===== config.mk =====
export PLATFORM = sky130hd
export DESIGN_NAME = hall_sensor_emulator
export DESIGN_NICKNAME = d
export VERILOG_FILES = /design/src/rtl/hall_sensor_emulator_pkg.sv /design/src/rtl/hall_step_timer.sv /design/src/rtl/hall_sensor_emulator.sv
export SDC_FILE = /design/constraint.sdc
export NUM_CORES = 1
export LEC_CHECK = 0
export ABC_AREA = 0
export CORE_AREA = 3 3 97 99
export DETAILED_ROUTE_END_ITERATION = 10
export DIE_AREA = 0 0 100 102
export SLEW_MARGIN = 5
export SYNTH_ARGS = -nofsm -noshare
export SYNTH_HDL_FRONTEND = slang
export SYNTH_SLANG_ARGS = --single-unit

===== constraint.sdc =====
create_clock -name clk -period 2.8 [get_ports clk]
set_input_delay 0.7 -clock clk [delete_from_list [all_inputs] [get_ports clk]]
set_output_delay 0.7 -clock clk [all_outputs]
set_load 0.005 [all_outputs]

===== src/rtl/hall_sensor_emulator_pkg.sv =====
// Hall code definitions shared by the emulator and the commutation decoder,
// so the six-step sequence and the fault/no-connection codes live in one place.
package hall_sensor_emulator_pkg;

   typedef enum logic [2:0] {
      STATE_FAULT   = 3'b000,
      STATE6        = 3'b001,
      STATE4        = 3'b010,
      STATE5        = 3'b011,
      STATE2        = 3'b100,
      STATE1        = 3'b101,
      STATE3        = 3'b110,
      STATE_NO_CONN = 3'b111
   } hall_code_t;

   typedef enum logic [2:0] {
      PHASE_A = 3'b001,
      PHASE_B = 3'b010,
      PHASE_C = 3'b100
   } phase_t;

   typedef logic [2:0] hall_idx_t;

   localparam hall_idx_t IDX_FIRST = 3'd0;
   localparam hall_idx_t IDX_LAST  = 3'd5;

   // Indices 6 and 7 cannot occur; they map to STATE1 so a corrupted idx self-heals.
   function automatic hall_code_t hall_code(input hall_idx_t idx);
      case (idx)
         3'd0:    hall_code = STATE1;
         3'd1:    hall_code = STATE2;
         3'd2:    hall_code = STATE3;
         3'd3:    hall_code = STATE4;
         3'd4:    hall_code = STATE5;
         3'd5:    hall_code = STATE6;
         default: hall_code = STATE1;
      endcase
   endfunction

   function automatic hall_idx_t hall_idx_step(input hall_idx_t idx, input logic ccw);
      if (ccw) hall_idx_step = (idx >= IDX_LAST) ? IDX_FIRST : idx + 3'd1;
      else     hall_idx_step = (idx == IDX_FIRST || idx > IDX_LAST) ? IDX_LAST : idx - 3'd1;
   endfunction

endpackage


===== src/rtl/hall_step_timer.sv =====
// Step period timer: counts clocks while running and ticks when cnt reaches period-1.
// The >= compare makes a shortened period fire on the next cycle instead of wrapping.
module hall_step_timer #(
   parameter int PERIOD_WIDTH = 16
) (
   input  logic                    clk,
   input  logic                    rst_n,
   input  logic                    run_i,
   input  logic [PERIOD_WIDTH-1:0] period_i,
   output logic                    tick_o
);

   logic [PERIOD_WIDTH-1:0] cnt_q, cnt_d;

   always_comb begin
      cnt_d  = '0;
      tick_o = 1'b0;
      if (run_i) begin
         if (cnt_q >= period_i - PERIOD_WIDTH'(1)) tick_o = 1'b1;
         else                                      cnt_d  = cnt_q + PERIOD_WIDTH'(1);
      end
   end

   always_ff @(posedge clk or negedge rst_n) begin
      if (!rst_n) cnt_q <= '0;
      else        cnt_q <= cnt_d;
   end

endmodule


===== src/rtl/hall_sensor_emulator.sv =====
// Hall sensor emulator: six-step code sequencer with signed position count and
// fault/no-connection overrides. All outputs registered; forces never stall the sequencer.
module hall_sensor_emulator
   import hall_sensor_emulator_pkg::*;
#(
   parameter int PERIOD_WIDTH = 16,
   parameter int COUNT_WIDTH  = 16
) (
   input  logic                          clk,
   input  logic                          rst_n,
   input  logic                          enable,
   input  logic                          direction,
   input  logic [PERIOD_WIDTH-1:0]       step_period,
   input  logic                          force_fault,
   input  logic                          force_noconn,
   output logic [2:0]                    hall,
   output logic                          step_strobe,
   output logic signed [COUNT_WIDTH-1:0] step_count,
   output logic                          running
);

   logic                          run;
   logic                          tick;
   hall_idx_t                     idx_q, idx_d;
   hall_code_t                    hall_q, hall_d;
   logic signed [COUNT_WIDTH-1:0] count_q, count_d;
   logic                          strobe_q;
   logic                          running_q;

   assign run = enable && (step_period != '0);

   hall_step_timer #(
      .PERIOD_WIDTH (PERIOD_WIDTH)
   ) u_timer (
      .clk      (clk),
      .rst_n    (rst_n),
      .run_i    (run),
      .period_i (step_period),
      .tick_o   (tick)
   );

   // hall is loaded from the next idx so it changes on the same edge as step_strobe.
   always_comb begin
      idx_d   = idx_q;
      count_d = count_q;
      if (tick) begin
         idx_d   = hall_idx_step(idx_q, direction);
         count_d = direction ? count_q + COUNT_WIDTH'(1) : count_q - COUNT_WIDTH'(1);
      end
      if (force_fault)       hall_d = STATE_FAULT;
      else if (force_noconn) hall_d = STATE_NO_CONN;
      else                   hall_d = hall_code(idx_d);
   end

   always_ff @(posedge clk or negedge rst_n) begin
      if (!rst_n) begin
         idx_q     <= IDX_FIRST;
         hall_q    <= STATE1;
         count_q   <= '0;
         strobe_q  <= 1'b0;
         running_q <= 1'b0;
      end else begin
         idx_q     <= idx_d;
         hall_q    <= hall_d;
         count_q   <= count_d;
         strobe_q  <= tick;
         running_q <= run;
      end
   end

   assign hall        = hall_q;
   assign step_strobe = strobe_q;
   assign step_count  = count_q;
   assign running     = running_q;

endmodule


# Yosys cells after proc, flatten, opt, wreduce, memory -nomap -nowiden
# Index checks and enable logic that the tools add are counted.
totals:
  output_inout_bits: 21
  in_bits: 22
  ff_bits: 40
  elab_cells: 36
classes:
  n_addsub: 6
  n_reduce_logical: 4
  order_cmp: 3
  n_eq_ne: 5
  muxes: 12
op_table:
  columns: ["cell", "n"]
  rows:
  - ["16-bit 2-to-1 mux", 3]
  - ["3-bit 2-to-1 mux", 6]
  - ["16-bit by 1-bit adder with 16-bit output (second input constant)", 1]
  - ["16-bit by 2-bit adder with 16-bit output (second input constant)", 1]
  - ["16-bit greater-or-equal comparator", 1]
  - ["16-bit nonzero test", 1]
  - ["16-bit by 1-bit subtractor with 16-bit output (second input constant)", 1]
  - ["16-bit by 2-bit subtractor with 16-bit output (second input constant)", 1]
  - ["3-bit case mux with 5 select lines", 1]
  - ["3-bit by 2-bit equality test with 1-bit output (second input constant)", 2]
  - ["3-bit equality test (second input constant)", 2]
  - ["3-bit by 1-bit adder with 3-bit output (second input constant)", 1]
  - ["3-bit by 1-bit equality test with 1-bit output (second input constant)", 1]
  - ["3-bit greater-or-equal comparator (second input constant)", 1]
  - ["3-bit > comparator (second input constant)", 1]
  - ["3-bit logical NOT", 1]
  - ["3-bit by 1-bit subtractor with 3-bit output (second input constant)", 1]
  - ["1-bit 2-to-1 mux", 2]
  - ["1-bit logical AND", 1]
  - ["1-bit logical OR", 1]

# Longest topological paths before layout
# Gate-level depths: netlist (run 1).
depth:
  ltp_word: 9
  depth_mapped: 15

# Modules after synthesis
# From an unflattened synthesis (run 1), not the netlist that was laid out.
unflattened:
  cells_unflattened: 346
  hier_area_um2: 3251.9
by_module_without_submodules:
  columns: ["module", "n_inst", "area_each_um2", "cells_each", "seq_area_each_um2"]
  rows:
  - ["hall_sensor_emulator", 1, 1803.0, 191, 603.1]
  - ["hall_step_timer", 1, 1448.9, 155, 400.4]

# Least setup slack after synthesis (run 1)
# No wires, ideal clock.
synth_timing:
  path_type: "input -> register"
  from: "input port step_period[0]"
  to: "register idx_q[2]"
  setup_slack_ps: -1307
  path_buffers: 1
  path_stages: 13
  arrival_time_ps: 3982
  required_ps: 2675
  path_cell_list: "nor3_1 > nand2b_1 > nor4_1 > nand3_1 > xor2_1 > ha_1 > nand4_1 > or4_2 > a31oi_1 > nand2_4 > inv_6 > buf_12 > mux2_4"
synth_via:
  elab_chain_cells: 5
  word_cells_on_any_way: 7
  classes_between: "add/sub: 1; order compare: 1; mux: 3; reduce/logical: 2"
synth_rtl:
  columns: ["item", "line_no", "source"]
  rows:
  - ["start: declaration", "hall_sensor_emulator.sv:13", "input logic [PERIOD_WIDTH-1:0] step_period,"]
  - ["16-bit by 1-bit subtractor with 16-bit output", "hall_step_timer.sv:19", "if (cnt_q >= period_i - PERIOD_WIDTH'(1)) tick_o = 1'b1;"]
  - ["16-bit greater-or-equal comparator", "hall_step_timer.sv:19", null]
  - ["1-bit 2-to-1 mux", "hall_step_timer.sv:19", null]
  - ["1-bit 2-to-1 mux (*)", "hall_step_timer.sv:18", "if (run_i) begin"]
  - ["named net tick", "hall_sensor_emulator.sv:23", "logic tick;"]
  - ["3-bit 2-to-1 mux (*)", "hall_sensor_emulator.sv:46", "if (tick) begin"]
  - ["named net idx_d[2]", "hall_sensor_emulator.sv:24", "hall_idx_t idx_q, idx_d;"]
  - ["end signal: assignment", "hall_sensor_emulator.sv:63", "idx_q <= idx_d;"]
  - ["end: declaration", "hall_sensor_emulator.sv:24", null]
# Mark *: on every way through the listed nets, which the timed path passes. The rest lies on a longest branch.
# A chain may end at the register's enable or synchronous reset.

# Worst setup path in the final report (run 1)
layout_timing:
  from: "input port step_period[0]"
  to: "register count_q[13], in the netlist step_count[13]"
layout_via:
  elab_chain_cells: 4
  word_cells_on_any_way: 6
  classes_between: "add/sub: 1; order compare: 1; mux: 2; reduce/logical: 2"
layout_rtl:
  columns: ["item", "line_no", "source"]
  rows:
  - ["16-bit by 1-bit subtractor with 16-bit output", "hall_step_timer.sv:19", null]
  - ["16-bit greater-or-equal comparator", "hall_step_timer.sv:19", null]
  - ["1-bit 2-to-1 mux", "hall_step_timer.sv:19", null]
  - ["1-bit 2-to-1 mux (*)", "hall_step_timer.sv:18", null]
  - ["end signal: assignment", "hall_sensor_emulator.sv:65", "count_q <= count_d;"]
  - ["end: declaration", "hall_sensor_emulator.sv:26", "logic signed [COUNT_WIDTH-1:0] count_q, count_d;"]
# Mark *: on every way between the ends. The rest lies on a longest branch, timed or not.

==> metrics.cfg, run 1 <==
[logic_synthesis]
synth_area_leaders = dfrtp_1, ha_1, xnor2_1, xor2_1, nor2_1
ys_seq_elements = 40
ys_warn_count = 0
synth_cells = 342
synth-main-ff-cell = dfrtp_1
async_flop_share_pct = 100.0
synth_nets = 401
avgSynthCellArea_sq_um = 9.527
synth.top_cell.area_share_pct = 29.19
synth_edf_count = 0
seq_area_frac_synth_pct = 30.80
synth.distinct_cells = 61
syn_area_sq_um = 3258
yosys.area.top_type = dfrtp_1

[floorplan]
core_sq_um = 8636
start_util_pct = 37.73
die-area_sq_um = 10200
die_w_um = 100
die_h_um = 102
io_pins = 43
num_rows = 34

[timing]
rsz0062_at_grt = true
fmaxAchievable_mhz = 286.5
fin_crit_sh_pct = 124.6
timing.hold.ws_ns = 0.4756
max_slew_margin_pct = 38.30
finalSetupViolCount = 39
slew_violations = 0
tightest_slew_ns = 0.9255
hold_violations = 0
skew_ns = 0.009110
setup_ws_ns = -0.6901
finalCriticalPeriod_ns = 3.490

[place]
gp_congestion = 0.8833
port_buffers = 42
hpwlAfterDp_um = 6026
post_dp_cell_area_sq_um = 4402

[worst_setup_path]
cp.arrival_ns = 3.67
path_cells = buf_8, inv_6, ha_4, nor3b_4, nand3b_1, buf_6, nor4_4, xnor2_1, ha_1, nand4_1, or4_4, a31oi_4, nand2_4, inv_8, mux2_4
start_kind = input port
timing.rr.start = idx_q[0]$_DFF_PN0_
worst-setup-path-type = in2reg
max_stage_delay_ns = 0.59
crit_fanout = 6
path_buf_inv = 4
endpoint_kind = register
worstPathRequired_ns = 2.98
critPathSlowestCell = or4_4
crit_family = simple AND/OR/NAND/NOR gates
startpoint = step_period[0]

[power_and_ir_drop]
power.density_nw_per_um2 = 352.8
vdd_drop_max_v = 0.0002562
leakage_nw = 2.276

[cells_and_area]
layout-drive-gt1-share_pct = 36.31
nets = 540
syn_to_final_growth_pct = 51.04
most-common-layout-cells = buf_4, dfrtp_1, ha_1
fin_util_pct = 56.98
antenna_cells = 0
final_area_sq_um = 4921
fillers = 750
final_common_cell = buf_4

[run_status]
status = finished, violations left
violations = negative setup slack

[cts]
ctsHtreeMaxLevel = 2
cts_tree = built
clk_pin_slew_ns = 0.08
cts_buffers = 5
holdBufCountCts = 0
ctsLongestPathBuffers = 2
cts-root-buf = clkbuf_8
cts_sinks = 40
clk_latency_ns = 0.30

[global_route]
grtUsageTotal_pct = 17.14
grt_overflow = 0
grt_max_degree = 41
first_global_vias = 3131
antenna_found_initial = 0
grt_first_pass_wirelength_um = 14320

[routing]
drcViolationCount = 0
vias = 3111
routed_wirelength_um = 8566
routedWlPerCell_um = 14.52
ant_nets = 0
via_per_inst = 5.273
first_iter_violations = 67
dr.pass1.iters = 4

[job]
cap_violations = 0

[min_path]
min_path_type = reg2reg
min-delay-start = step_count[15]$_DFFE_PN0N_

## layer usage
| metal | vias up | track usage (%) | wire length [um] |
|---|---|---|---|
| met5 | - | 0 | 0 |
| li1 | 1547 | - | - |
| met4 | 0 | 4.767 | 108 |
| met2 | 60 | 29.81 | 4298 |
| met3 | 14 | 2.594 | 291 |
| met1 | 1490 | 22.26 | 3867 |
## worst paths after layout
path | endpoint | slack (ns) | cells after the start
worst max-delay path | step_count[13]$_DFFE_PN0N_ | -0.69 | 15
worst min-delay path | step_count[15]$_DFFE_PN0N_ | 0.48 | 1
worst max register to register | hall[2]$_DFF_PN1_ | 0.27 | 8
worst min register to register | step_count[15]$_DFFE_PN0N_ | 0.48 | 1
max in group asynchronous | idx_q[2]$_DFF_PN0_ | 1.68 | 1
min in group asynchronous | step_count[3]$_DFFE_PN0N_ | 0.54 | 1
## power by group
part           switching (mW)  internal (mW)
clock                   0.208          0.175
combinational           0.309          0.381
sequential             0.0450          0.617
## layout make-up
| type | count | area (sq um) | share of cell area [%] |
|---|---|---|---|
| Timing Repair inverter | 1 | 11.26 | 0.2288 |
| Sequential cell | 40 | 1003 | 20.39 |
| Clock buffer | 7 | 76.32 | 1.551 |
| Inverter | 12 | 65.06 | 1.322 |
| Tap cell | 108 | 135.1 | 2.746 |
| Timing Repair Buffer | 136 | 1191 | 24.21 |
| Multi-Input combinational cell | 285 | 2434 | 49.45 |
| Clock inverter | 1 | 5.005 | 0.1017 |
## cell families (layout without fill, tap and decap cells)
group	after synthesis	count (layout)	synth area share (%)
simple gates	112	112	18.59
compound gates	82	82	17.20
fa+ha+maj	37	37	14.44
flops	40	40	30.80
mux	14	14	5.492
buf+inv	17	157	2.727
xor+xnor	40	40	10.75
## cell usage after synthesis (2+ instances only)
cell / count
nor2b_1: 2
clkbuf_1: 2
nand3_1: 12
mux2_4: 6
xor2_1: 17
nand2_1: 17
nor3b_1: 2
o22ai_1: 2
a211oi_1: 8
nor3_1: 7
ha_1: 36
a31o_2: 2
and3_1: 7
nand4_1: 6
dfrtp_1: 38
a2111oi_0: 3
nor2_1: 27
a21o_1: 10
nand3b_1: 4
a21oi_1: 17
o21a_1: 3
inv_1: 10
dfstp_2: 2
o211ai_1: 2
o21ai_0: 19
or3_1: 4
nor4_1: 4
a41oi_1: 2
o21bai_1: 2
or2_2: 4
mux2_2: 7
nand2b_1: 7
xnor2_1: 23
## stage by stage
stage | TNS (ns) | total power, mW | instances | worst slack [ns]
final | -23.85 | 1.736 | 590 | -0.6901
after global routing | -28.74 | 1.858 | 590 | -0.8462
after CTS | -26.45 | 1.724 | 585 | -0.7397
after detailed placement | -47.88 | 1.316 | 562 | -1.277
after global placement | -45.65 | 1.305 | 562 | -1.220
after floorplan | -23.22 | 1.010 | 342 | -0.7993
## state kept, by name (all words and copies together), names as in the netlist
signal,cells
step_count,16
u_timer.cnt_q,16
hall,3
idx_q,3
running,1
step_strobe,1
## repair_timing
item,4_1_cts,5_1_grt
setup buffers,13,7
gates cloned,2,0
pin swaps,24,17
setup endpoints to repair,39,39
resized for setup,47,65
(Power assumes the default switching activity.)
==> run 2: changes to the inputs <==
--- a/config.mk
+++ b/config.mk
@@ -6,6 +6,7 @@
 export NUM_CORES = 1
 export LEC_CHECK = 0
 export ABC_AREA = 0
+export CAP_MARGIN = 20
 export CORE_AREA = 3 3 97 99
 export DETAILED_ROUTE_END_ITERATION = 10
 export DIE_AREA = 0 0 100 102
==> results of run 2 <==
The final DEF is identical to that of run 1; final timing and power are the same.
==> run 3: changes to the inputs <==
--- a/config.mk
+++ b/config.mk
@@ -7,9 +7,11 @@
 export LEC_CHECK = 0
 export ABC_AREA = 0
 export CAP_MARGIN = 20
-export CORE_AREA = 3 3 97 99
+export CORE_AREA = 2 2 96 98
 export DETAILED_ROUTE_END_ITERATION = 10
-export DIE_AREA = 0 0 100 102
+export DIE_AREA = 0 0 98 100
+export PLACE_DENSITY = 0.58
+export RECOVER_POWER = 25
 export SLEW_MARGIN = 5
 export SYNTH_ARGS = -nofsm -noshare
 export SYNTH_HDL_FRONTEND = slang
==> run 3 against run 2 <==
The run ends with max-capacitance violations, max-slew violations, negative setup slack left; final area is 2.4% higher; via count grew 1.3%; wire length grew 3.4%; core utilization fell by 0.29 points.
==> metrics.cfg, run 3 (synthesis gave the netlist of run 1 again) <==
[cells_and_area]
layout.area.seq_sq_um = 1003  ; unchanged
final_common_cell = buf_4
most-common-layout-cells = buf_4, dfrtp_1, ha_1
syn_to_final_growth_pct = 54.68
antenna_cells = 0  ; unchanged
final_area_sq_um = 5040  ; +2.4%
nets = 548  ; +1.5%
layout-drive-gt1-share_pct = 38.57  ; +2.3 points
multiInputGateArea_sq_um = 2456  ; +0.93%
fillers = 777  ; +3.6%
fin_cells = 601  ; +1.9%

[timing]
skew_ns = 0.01203  ; +0.002917 ns
fin_crit_sh_pct = 124.0  ; -0.65 points
hold_violations = 0  ; unchanged
timing.hold.ws_ns = 0.4708  ; -0.004757 ns
finalSetupViolCount = 39  ; unchanged
max_slew_margin_pct = -48.89  ; -87 points
rsz0062_at_grt = true
finalCriticalPeriod_ns = 3.472  ; -0.01808 ns
fin_tns_setup_ns = -22.52  ; +1.323 ns
setup_ws_ns = -0.6720  ; +0.01808 ns
slew_violations = 41  ; +41
fmaxAchievable_mhz = 288.0  ; +0.52%
tightest_slew_ns = 2.233  ; +1.308 ns

[cts]
cts_sinks = 40  ; unchanged
cts_tree = built
clk_latency_ns = 0.30  ; about the same
clk_pin_slew_ns = 0.09  ; about the same
ctsLongestPathBuffers = 2  ; unchanged
cts-root-buf = clkbuf_8
cts_buffers = 5  ; unchanged
ctsHtreeMaxLevel = 2  ; unchanged

[floorplan]
die_h_um = 100  ; -2.0%
die_w_um = 98  ; -2.0%
io_pins = 43  ; unchanged
core_sq_um = 8890  ; +2.9%
start_util_pct = 36.65  ; -1.1 points
num_rows = 35  ; +2.9%
die-area_sq_um = 9800  ; -3.9%

[place]
gp_congestion = 0.8579  ; -2.9%
post_dp_cell_area_sq_um = 4425  ; +0.54%
hpwlAfterDp_um = 6158  ; +2.2%
dpl.cell_count = 566  ; +0.71%
port_buffers = 42  ; unchanged

[min_path]
min_path_type = reg2reg
min-delay-start = step_count[15]$_DFFE_PN0N_

[global_route]
grtUsageTotal_pct = 17.84  ; +0.70 points
antenna_found_initial = 0  ; unchanged
grt_first_pass_wirelength_um = 14450  ; +0.87%
grt_max_degree = 41  ; unchanged
grt_overflow = 0  ; unchanged
first_global_vias = 3166  ; +1.1%

[worst_setup_path]
path_cells = buf_8, inv_4, ha_4, nor3b_4, nand3b_1, buf_4, buf_4, nor2_4, xnor2_2, ha_1, nand4_1, or4_4, a31oi_4, nand2_4, buf_6, buf_6, mux2_4
start_kind = input port
critPathSlowestCell = or4_4
worst-setup-path-type = in2reg
worstPathRequired_ns = 2.99  ; about the same
timing.rr.start = idx_q[0]$_DFF_PN0_
max_stage_delay_ns = 0.59  ; about the same
crit_fanout = 3  ; -3
endpoint_kind = register
crit_family = simple AND/OR/NAND/NOR gates
startpoint = step_period[1]
cp.arrival_ns = 3.67  ; about the same
path_buf_inv = 6  ; +2

[power_and_ir_drop]
leakage_nw = 2.314  ; +1.7%
power.density_nw_per_um2 = 368.9  ; +4.6%
vdd_drop_max_v = 0.0002249  ; -12%

[routing]
ant_nets = 0  ; unchanged
first_iter_violations = 62  ; -7.5%
routed_wirelength_um = 8853  ; +3.4%
via_per_inst = 5.241  ; -0.60%
drcViolationCount = 0  ; unchanged
dr.pass1.iters = 4  ; unchanged
vias = 3150  ; +1.3%
routedWlPerCell_um = 14.73  ; +1.5%

[run_status]
violations = max-capacitance violations, max-slew violations, negative setup slack
status = finished, violations left

[job]
cap_violations = 1  ; +1

## run 3: cell types whose count changed in the layout (fill, tap and decap cells not counted), moves of 3 or more
cell,before,now
dlygate4sd2_1,0,3
o21ai_0,17,14
buf_4,79,88
buf_6,14,11
## run 3: worst register-to-register path, delay by kind of cell, from the launching register on
family	cells	cell delay [ns]
buffers and inverters	1	0.19
and+or+nand+nor	2	0.38
adders and majority gates	1	0.23
AOI/OAI and AO/OA	4	1.09
DFF	1	0.50
## run 3: layout make-up
| type | instances | share of cell area, % |
|---|---|---|
| timing repair buffer | 145 | 25.20 |
| multi-input combinational | 285 | 48.73 |
| tap | 111 | 2.756 |
| clock buffer | 5 | 1.365 |
| sequential | 40 | 19.91 |
| clock inverter | 3 | 0.8441 |
| inverter | 12 | 1.192 |
## run 3: layer usage
metal / GRT usage (%) / routed length (um)
met5: 0 / 0
met4: 3.739 / 67
met2: 32.82 / 4580
met3: 2.368 / 213
met1: 22.40 / 3992
## run 3: repair_timing
action	CTS	global route
resized for setup	60	55
cloned	1	0
pin swaps	26	27
endpoints found under the setup margin	39	39
hold buffers	0	0
buffers inserted	21	7
## run 3: report_power, final
part | switching [mW] | total, mW | internal (mW)
sequential | 0.0448 | 0.662 | 0.617
combinational | 0.317 | 0.705 | 0.389
clock | 0.228 | 0.492 | 0.264
total | 0.590 | 1.86 | 1.27
## run 3: metrics by stage
stage          util (%)  total power, mW  worst slack [ns]
2_1_floorplan         -            1.010           -0.7993
3_3_place_gp      49.78            1.312            -1.232
3_5_place_dp      49.78            1.324            -1.330
4_1_cts           54.02            1.837           -0.7860
5_1_grt           56.69            1.969           -0.7901
6_report          56.69            1.859           -0.6720
## run 3: worst paths after layout
| kind | depth (start not counted) | endpoint | slack [ns] |
|---|---|---|---|
| min reg2reg | 1 | step_count[15]$_DFFE_PN0N_ | 0.47 |
| max reg2reg | 8 | hall[2]$_DFF_PN1_ | 0.34 |
| max | 17 | step_count[1]$_DFFE_PN0N_ | -0.67 |
| min | 1 | step_count[15]$_DFFE_PN0N_ | 0.47 |
| min in group asynchronous | 1 | step_count[12]$_DFFE_PN0N_ | 1.05 |
| max in group asynchronous | 1 | u_timer.cnt_q[5]$_DFF_PN0_ | 0.48 |
